$ cat src/rtl/ddr_traffic_gen_if.sv
// Command/read-data channel between the traffic generator and the DDR
// controller command port.
interface ddr_traffic_gen_if #(
  parameter int unsigned DATA_W = 8,
  parameter int unsigned ADDR_W = 10
);
  logic              cmd_valid;
  logic              cmd_ready;
  logic              cmd_we;
  logic [ADDR_W-1:0] cmd_addr;
  logic [DATA_W-1:0] wr_data;
  logic              rd_valid;
  logic [DATA_W-1:0] rd_data;

  // Generator side
  modport master (
    output cmd_valid, cmd_we, cmd_addr, wr_data,
    input  cmd_ready, rd_valid, rd_data
  );

  // Controller side
  modport slave (
    input  cmd_valid, cmd_we, cmd_addr, wr_data,
    output cmd_ready, rd_valid, rd_data
  );
endinterface

$ cat src/rtl/ddr_traffic_gen.sv
// Write/read-back memory self-test: one start pulse writes NUM_WORDS patterned
// words from base_addr, reads each back (one read outstanding) and reports
// pass/fail, saturating error count and first failing address.
// Optional read timeout is enabled by defining TGEN_TIMEOUT_EN.
module ddr_traffic_gen #(
  parameter int unsigned DATA_W    = 8,
  parameter int unsigned ADDR_W    = 10,
  parameter int unsigned NUM_WORDS = 16,
  parameter int unsigned ERR_W     = 8,
  parameter int unsigned TIMEOUT   = 255
) (
  input  logic                clk,
  input  logic                RESET_SM,
  input  logic                start,
  input  logic [DATA_W-1:0]   seed,
  input  logic [1:0]          mode,
  input  logic [ADDR_W-1:0]   base_addr,
  ddr_traffic_gen_if.master   cmd,
  output logic                busy,
  output logic                done,
  output logic                pass,
  output logic [ERR_W-1:0]    err_count,
  output logic [ADDR_W-1:0]   first_err_addr,
  output logic                timeout_flag
);

  localparam int unsigned IDX_W = $clog2(NUM_WORDS + 1);

  // Reject parameter sets the index/timer logic cannot represent
  if (NUM_WORDS < 1 || NUM_WORDS > (2 ** ADDR_W) || TIMEOUT < 1) begin : g_param_check
    $error("ddr_traffic_gen: unsupported parameter values");
  end

  typedef enum logic [2:0] {IDLE, WRITE, READ, WAIT_RD, DONE} state_t;

  state_t            state;
  logic [IDX_W-1:0]  idx;
  logic [DATA_W-1:0] seed_q;
  logic [1:0]        mode_q;
  logic [ADDR_W-1:0] base_q;

  // Pattern word for index i under the latched mode/seed
  function automatic logic [DATA_W-1:0] pat(input logic [1:0] m,
                                            input logic [DATA_W-1:0] s,
                                            input logic [IDX_W-1:0] i);
    case (m)
      2'b00:   pat = s;
      2'b01:   pat = s + DATA_W'(i);
      2'b10:   pat = DATA_W'(1) << (32'(i) % DATA_W);
      default: pat = i[0] ? ~s : s;
    endcase
  endfunction

  logic [IDX_W-1:0]  idx_nxt_c;
  logic              last_c;
  logic [DATA_W-1:0] exp_c;
  logic [DATA_W-1:0] wr_nxt_c;
  logic [ADDR_W-1:0] addr_nxt_c;
  logic              start_go_c;
  logic              tmo_hit_c;
  logic              word_done_c;
  logic              word_err_c;

  // Next-index payload and read-back compare terms
  assign idx_nxt_c   = idx + IDX_W'(1);
  assign last_c      = (idx == IDX_W'(NUM_WORDS - 1));
  assign exp_c       = pat(mode_q, seed_q, idx);
  assign wr_nxt_c    = pat(mode_q, seed_q, idx_nxt_c);
  assign addr_nxt_c  = base_q + ADDR_W'(idx_nxt_c);
  assign start_go_c  = start && (state == IDLE || state == DONE);
  assign word_done_c = (state == WAIT_RD) && (cmd.rd_valid || tmo_hit_c);
  assign word_err_c  = (cmd.rd_valid && (cmd.rd_data != exp_c)) || tmo_hit_c;

`ifdef TGEN_TIMEOUT_EN
  localparam int unsigned TMO_W = $clog2(TIMEOUT + 1);
  logic [TMO_W-1:0] tmo_cnt;

  // Expiry on the TIMEOUT-th waiting cycle; a strobe in that cycle wins
  assign tmo_hit_c = (state == WAIT_RD) && !cmd.rd_valid &&
                     (tmo_cnt == TMO_W'(TIMEOUT - 1));

  // Cycles spent in WAIT_RD without read data
  always_ff @(posedge clk or posedge RESET_SM) begin
    if (RESET_SM)
      tmo_cnt <= '0;
    else if (state != WAIT_RD || cmd.rd_valid || tmo_hit_c)
      tmo_cnt <= '0;
    else
      tmo_cnt <= tmo_cnt + TMO_W'(1);
  end

  // Sticky timeout indication, cleared by a new run
  always_ff @(posedge clk or posedge RESET_SM) begin
    if (RESET_SM)
      timeout_flag <= 1'b0;
    else if (start_go_c)
      timeout_flag <= 1'b0;
    else if (tmo_hit_c)
      timeout_flag <= 1'b1;
  end
`else
  assign tmo_hit_c    = 1'b0;
  assign timeout_flag = 1'b0;
`endif

  // Run sequencer with registered command and status outputs
  always_ff @(posedge clk or posedge RESET_SM) begin
    if (RESET_SM) begin
      state          <= IDLE;
      idx            <= '0;
      seed_q         <= '0;
      mode_q         <= '0;
      base_q         <= '0;
      cmd.cmd_valid  <= 1'b0;
      cmd.cmd_we     <= 1'b0;
      cmd.cmd_addr   <= '0;
      cmd.wr_data    <= '0;
      busy           <= 1'b0;
      done           <= 1'b0;
      pass           <= 1'b0;
      err_count      <= '0;
      first_err_addr <= '0;
    end else begin
      case (state)
        IDLE, DONE: begin
          if (start) begin
            state          <= WRITE;
            idx            <= '0;
            seed_q         <= seed;
            mode_q         <= mode;
            base_q         <= base_addr;
            cmd.cmd_valid  <= 1'b1;
            cmd.cmd_we     <= 1'b1;
            cmd.cmd_addr   <= base_addr;
            cmd.wr_data    <= pat(mode, seed, IDX_W'(0));
            busy           <= 1'b1;
            done           <= 1'b0;
            pass           <= 1'b0;
            err_count      <= '0;
            first_err_addr <= '0;
          end
        end
        WRITE: begin
          if (cmd.cmd_ready) begin
            if (last_c) begin
              idx          <= '0;
              state        <= READ;
              cmd.cmd_we   <= 1'b0;
              cmd.cmd_addr <= base_q;
            end else begin
              idx          <= idx_nxt_c;
              cmd.cmd_addr <= addr_nxt_c;
              cmd.wr_data  <= wr_nxt_c;
            end
          end
        end
        READ: begin
          if (cmd.cmd_ready) begin
            cmd.cmd_valid <= 1'b0;
            state         <= WAIT_RD;
          end
        end
        WAIT_RD: begin
          if (word_done_c) begin
            if (word_err_c) begin
              if (err_count != '1)
                err_count <= err_count + ERR_W'(1);
              if (err_count == '0)
                first_err_addr <= cmd.cmd_addr;
            end
            if (last_c) begin
              state <= DONE;
              busy  <= 1'b0;
              done  <= 1'b1;
              pass  <= !word_err_c && (err_count == '0);
            end else begin
              idx           <= idx_nxt_c;
              cmd.cmd_addr  <= addr_nxt_c;
              cmd.cmd_valid <= 1'b1;
              state         <= READ;
            end
          end
        end
        default: state <= IDLE;
      endcase
    end
  end

endmodule

$ cat src/flat_wrapper.sv
// flat-port wrapper written by rule: the top's interface ports become plain ports
module ddr_traffic_gen_flat 
#(
  parameter int unsigned DATA_W    = 8,
  parameter int unsigned ADDR_W    = 10,
  parameter int unsigned NUM_WORDS = 16,
  parameter int unsigned ERR_W     = 8,
  parameter int unsigned TIMEOUT   = 255
)
  (clk, RESET_SM, start, seed, mode, base_addr, busy, done, pass, err_count, first_err_addr, timeout_flag, cmd_cmd_valid, cmd_cmd_we, cmd_cmd_addr, cmd_wr_data, cmd_cmd_ready, cmd_rd_valid, cmd_rd_data);
  ddr_traffic_gen_if #(.DATA_W(DATA_W), .ADDR_W(ADDR_W)) cmd_i ();
  input  logic clk;
  input  logic RESET_SM;
  input  logic start;
  input  logic [DATA_W-1:0] seed;
  input  logic [1:0] mode;
  input  logic [ADDR_W-1:0] base_addr;
  output logic busy;
  output logic done;
  output logic pass;
  output logic [ERR_W-1:0] err_count;
  output logic [ADDR_W-1:0] first_err_addr;
  output logic timeout_flag;
  output wire logic [$bits(cmd_i.cmd_valid)-1:0] cmd_cmd_valid;
  output wire logic [$bits(cmd_i.cmd_we)-1:0] cmd_cmd_we;
  output wire logic [$bits(cmd_i.cmd_addr)-1:0] cmd_cmd_addr;
  output wire logic [$bits(cmd_i.wr_data)-1:0] cmd_wr_data;
  input wire logic [$bits(cmd_i.cmd_ready)-1:0] cmd_cmd_ready;
  input wire logic [$bits(cmd_i.rd_valid)-1:0] cmd_rd_valid;
  input wire logic [$bits(cmd_i.rd_data)-1:0] cmd_rd_data;
  assign cmd_cmd_valid = cmd_i.cmd_valid;
  assign cmd_cmd_we = cmd_i.cmd_we;
  assign cmd_cmd_addr = cmd_i.cmd_addr;
  assign cmd_wr_data = cmd_i.wr_data;
  assign cmd_i.cmd_ready = cmd_cmd_ready;
  assign cmd_i.rd_valid = cmd_rd_valid;
  assign cmd_i.rd_data = cmd_rd_data;
  ddr_traffic_gen #(.DATA_W(DATA_W), .ADDR_W(ADDR_W), .NUM_WORDS(NUM_WORDS), .ERR_W(ERR_W), .TIMEOUT(TIMEOUT)) u_core (.clk(clk), .RESET_SM(RESET_SM), .start(start), .seed(seed), .mode(mode), .base_addr(base_addr), .cmd(cmd_i), .busy(busy), .done(done), .pass(pass), .err_count(err_count), .first_err_addr(first_err_addr), .timeout_flag(timeout_flag));
endmodule
$ cat config.mk
export PLATFORM = sky130hd
export DESIGN_NAME = ddr_traffic_gen_flat
export DESIGN_NICKNAME = d
export VERILOG_FILES = /design/src/rtl/ddr_traffic_gen_if.sv /design/src/rtl/ddr_traffic_gen.sv /design/src/flat_wrapper.sv
export SDC_FILE = /design/constraint.sdc
export NUM_CORES = 1
export LEC_CHECK = 0
export ABC_AREA = 1
export CORE_MARGIN = 5
export CORE_UTILIZATION = 59
export DETAILED_ROUTE_END_ITERATION = 10
export GPL_TIMING_DRIVEN = 1
export PLACE_DENSITY = 0.83
export SLEW_MARGIN = 0
export SYNTH_ARGS = -nofsm -noshare
export SYNTH_HDL_FRONTEND = slang
export SYNTH_SLANG_ARGS = --single-unit
$ cat constraint.sdc
create_clock -name clk -period 5.6 [get_ports clk]
set_input_delay 0.56 -clock clk [delete_from_list [all_inputs] [get_ports clk]]
set_output_delay 0.56 -clock clk [all_outputs]
set_load 0.02 [all_outputs]
==> flow_summary_export.csv <==
group,metric,value,unit
detailed_routing,first_pass_iters,7,
critical_path,cp_max_fo,18,
floorplan,pin_count,75,
clocking,clock_path_buffers,2,
timing,fin_crit_sh,59.74,%
clocking,cts.clk_slew.worst_paths,0.09,ns
logic_synthesis,ys_async_sr_fraction,100.0,%
detailed_routing,final_antenna_net_count,0,
detailed_routing,drtIter0Drc,409,
finish,nFillCells,617,
logic_synthesis,synth-edff-count,0,
clocking,worstSkewPairLatency,0.36,ns
place,hpwl,11.17,mm
detailed_routing,totalWireLength,15.42,mm
critical_path,crit_buf_inv,2,
timing,max-slew-margin-rel,27.90,%
outcome,status,"completed",
logic_synthesis,synth_nets,759,
logic_synthesis,ys_types,41,
finish,syn_to_final_growth,20.67,%
finish,n_antenna_cell,0,
finish,final_cell_mix,"195 x nand2_1, 87 x inv_1, 73 x clkdlybuf4s50_1",
logic_synthesis,yosysTopAreaCell,"dfrtp_1",
global_routing,antenna_found_initial,0,
critical_path,crit_slowest_cell,"dfrtp_1",
logic_synthesis,synth_area,4866,µm²
critical_path,critical_path_class,"register to register",
finish,final_layout_size_suffix_gt1_share,4.811,%
pwr,ir_drop,0.3563,mV
pwr,p_leak,2.949,nW
clocking,clkSinkCount,69,
job,cap_violations,0,
clocking,ctsHoldBuffers,0,
place,gp_congestion,0.9859,
critical_path,slowest_delay,0.72,ns
timing,finalSetupViolations,0,
timing,rsz0062_at_grt,"false",
min_path,min_path_type,"register to register",
finish,fin_util,72.19,%
logic_synthesis,ys_warn_count,0,
critical_path,cpMostUsedCell,"nand2_1",
global_routing,grtUsageTotal,31.50,%
floorplan,rows,33,
critical_path,cp.required,5.87,ns
detailed_routing,drcViolationCount,0,
floorplan,die_area,10160,µm²
detailed_routing,wire_per_inst,17.64,µm
finish,final_common_cell,"nand2_1",
finish,fin_cells,874,
clocking,htree_levels,3,
timing,clock.fmax,298.9,MHz
clocking,cts_setup_buffers,0,
place,dp.cells,858,
pwr,p_per_area,565.8,nW/µm²
place,pre_cts_ws,2.414,ns
critical_path,cpLargestDelayFamily,"adder cells",
logic_synthesis,syn_avg_cell_area,6.981,µm²
critical_path,cp-start-kind,"register",
logic_synthesis,synth_top_area_share,35.48,%
timing,slew_viol_final,0,
clocking,cts_resized,0,
timing,setup_tns,0,ns
logic_synthesis,yosysSeqAreaShare,35.48,%
critical_path,cp_cell_sequence,"inv_1, ha_1, inv_1, fa_1, nand3b_1, nand2_1, nand2_1, a21oi_1, nand2_1, o21ai_0, nand2_1, a22oi_1",
timing,skew,0.01293,ns
clocking,cts_tree,"done",
detailed_routing,via_per_inst,5.990,
timing,worstMarginPinSlew,1.077,ns
global_routing,grt_max_degree,70,
timing,hold_violations,0,
critical_path,endpoint_kind,"register",
clocking,clock-root-buffer,"clkbuf_8",
timing,period_minus_slack,3.346,ns
timing,finalWorstSetupSlack,2.254,ns
global_routing,overflow,0,
logic_synthesis,synth_ff_type,"dfrtp_1",
finish,final_nets,826,
logic_synthesis,syn_inst,697,
logic_synthesis,ys_ff_latch,69,
timing,whs,0.4890,ns
critical_path,crit_arrival,3.61,ns
place,portBuffers,73,
detailed_routing,vias,5235,
floorplan,die_h,100.8,µm
logic_synthesis,synthTopCellsByArea,"dfrtp_1 35%, nand2_1 15%, inv_1 6.8%, ha_1 6.7%, o21ai_0 5.7%",
global_routing,grt_pass1_vias,5282,
floorplan,core_region_area,8134,µm²
clocking,cts_made_buffers,9,
floorplan,floorplan.initialDensity,59.82,%
global_routing,grt_pass1_wl,25.38,mm
floorplan,die_w,100.8,µm
==> cells by family (layout without fill, tap and decap cells) <==
| kind of cell | count (synthesis) | count (layout) | synth area share [%] |
|---|---|---|---|
| compound gates | 121 | 121 | 14.17 |
| xor+xnor | 6 | 6 | 1.080 |
| flops | 69 | 69 | 35.48 |
| other cells | 1 | 1 | 0.07707 |
| simple gates | 358 | 358 | 31.99 |
| buf+inv | 113 | 185 | 9.283 |
| fa+ha+maj | 29 | 29 | 7.920 |
==> synth_stat cells (2+ instances only) <==
cell type and instances:
xor2_1 4, inv_2 7, o21ai_0 55, xnor2_1 2
dfrtp_1 69, nor4_1 4, nand4_1 22, a31oi_1 6
nor3_1 7, buf_6 2, or2_2 3, fa_1 3
nor2_1 64, nor3b_1 2, o22ai_1 4, buf_4 2
nand4_2 2, nand2_1 195, buf_2 4, a21oi_1 33
nor2_4 2, ha_1 26, clkbuf_1 10, nand3_1 46
a22oi_1 3, nor2_2 5, o2111ai_1 2, nand3b_1 5
o211ai_1 7, inv_1 88, o221ai_1 3
==> metal layers <==
layer  global-route usage [%]  routed length, µm
met5                        0                  0
met4                    15.03                627
met3                    5.744               1149
met2                    52.25               7504
met1                    39.58               6138
==> flip-flops by register name, summed over array words and instances (netlist names) <==
register               cells
u_core.mode_q              2
u_core.cmd.cmd_addr       10
u_core.err_count           8
u_core.cmd.cmd_we          1
u_core.base_q             10
u_core.first_err_addr     10
u_core.done                1
u_core.idx                 5
u_core.busy                1
u_core.cmd.wr_data         8
u_core.state               3
u_core.seed_q              8
u_core.cmd.cmd_valid       1
u_core.pass                1
==> where the power goes <==
part | switching, mW | internal [mW]
Combinational | 1.31 | 0.661
Sequential | 0.189 | 0.680
Clock | 0.216 | 0.266
Total | 1.72 | 1.61
==> per-stage QoR <==
step                instance area, µm²  power, mW
finish                            5872      3.322
floorplan                         4866      2.178
global placement                  5640      2.728
CTS                               5872      3.286
detailed placement                5640      2.779
global route                      5872      3.591
==> final cells by class <==
cell class                 instances  area [µm²]  area share (%)
clock inverter                     6       93.84           1.598
multi-input combinational        515        2688           45.77
sequential                        69        1727           29.41
timing repair buffer              74       738.2           12.57
tap                              105       131.4           2.237
inverter                          95       356.6           6.073
clock buffer                      10       137.6           2.344
==> path summary, 6_finish.rpt <==
| path | startpoint | depth (start not counted) | to | slack (ns) |
|---|---|---|---|---|
| max reg2reg | u_core.idx[0] | 12 | u_core.cmd.cmd_addr[8] | 2.25 |
| min reg2reg | u_core.cmd.wr_data[0] | 2 | u_core.cmd.wr_data[0] | 0.49 |
| min in group asynchronous | RESET_SM | 3 | u_core.cmd.wr_data[5] | 0.77 |
| min | u_core.cmd.wr_data[0] | 2 | u_core.cmd.wr_data[0] | 0.49 |
| max | u_core.idx[0] | 12 | u_core.cmd.cmd_addr[8] | 2.25 |
| max in group asynchronous | RESET_SM | 3 | u_core.err_count[2] | 4.23 |
==> worst min-delay path, delay by kind of cell (launching register included) <==
family           cells  cell delay, ns
AND/OR/NAND/NOR      2            0.11
flip-flops           1            0.35
Note: power is estimated with default switching activity, not from simulation.
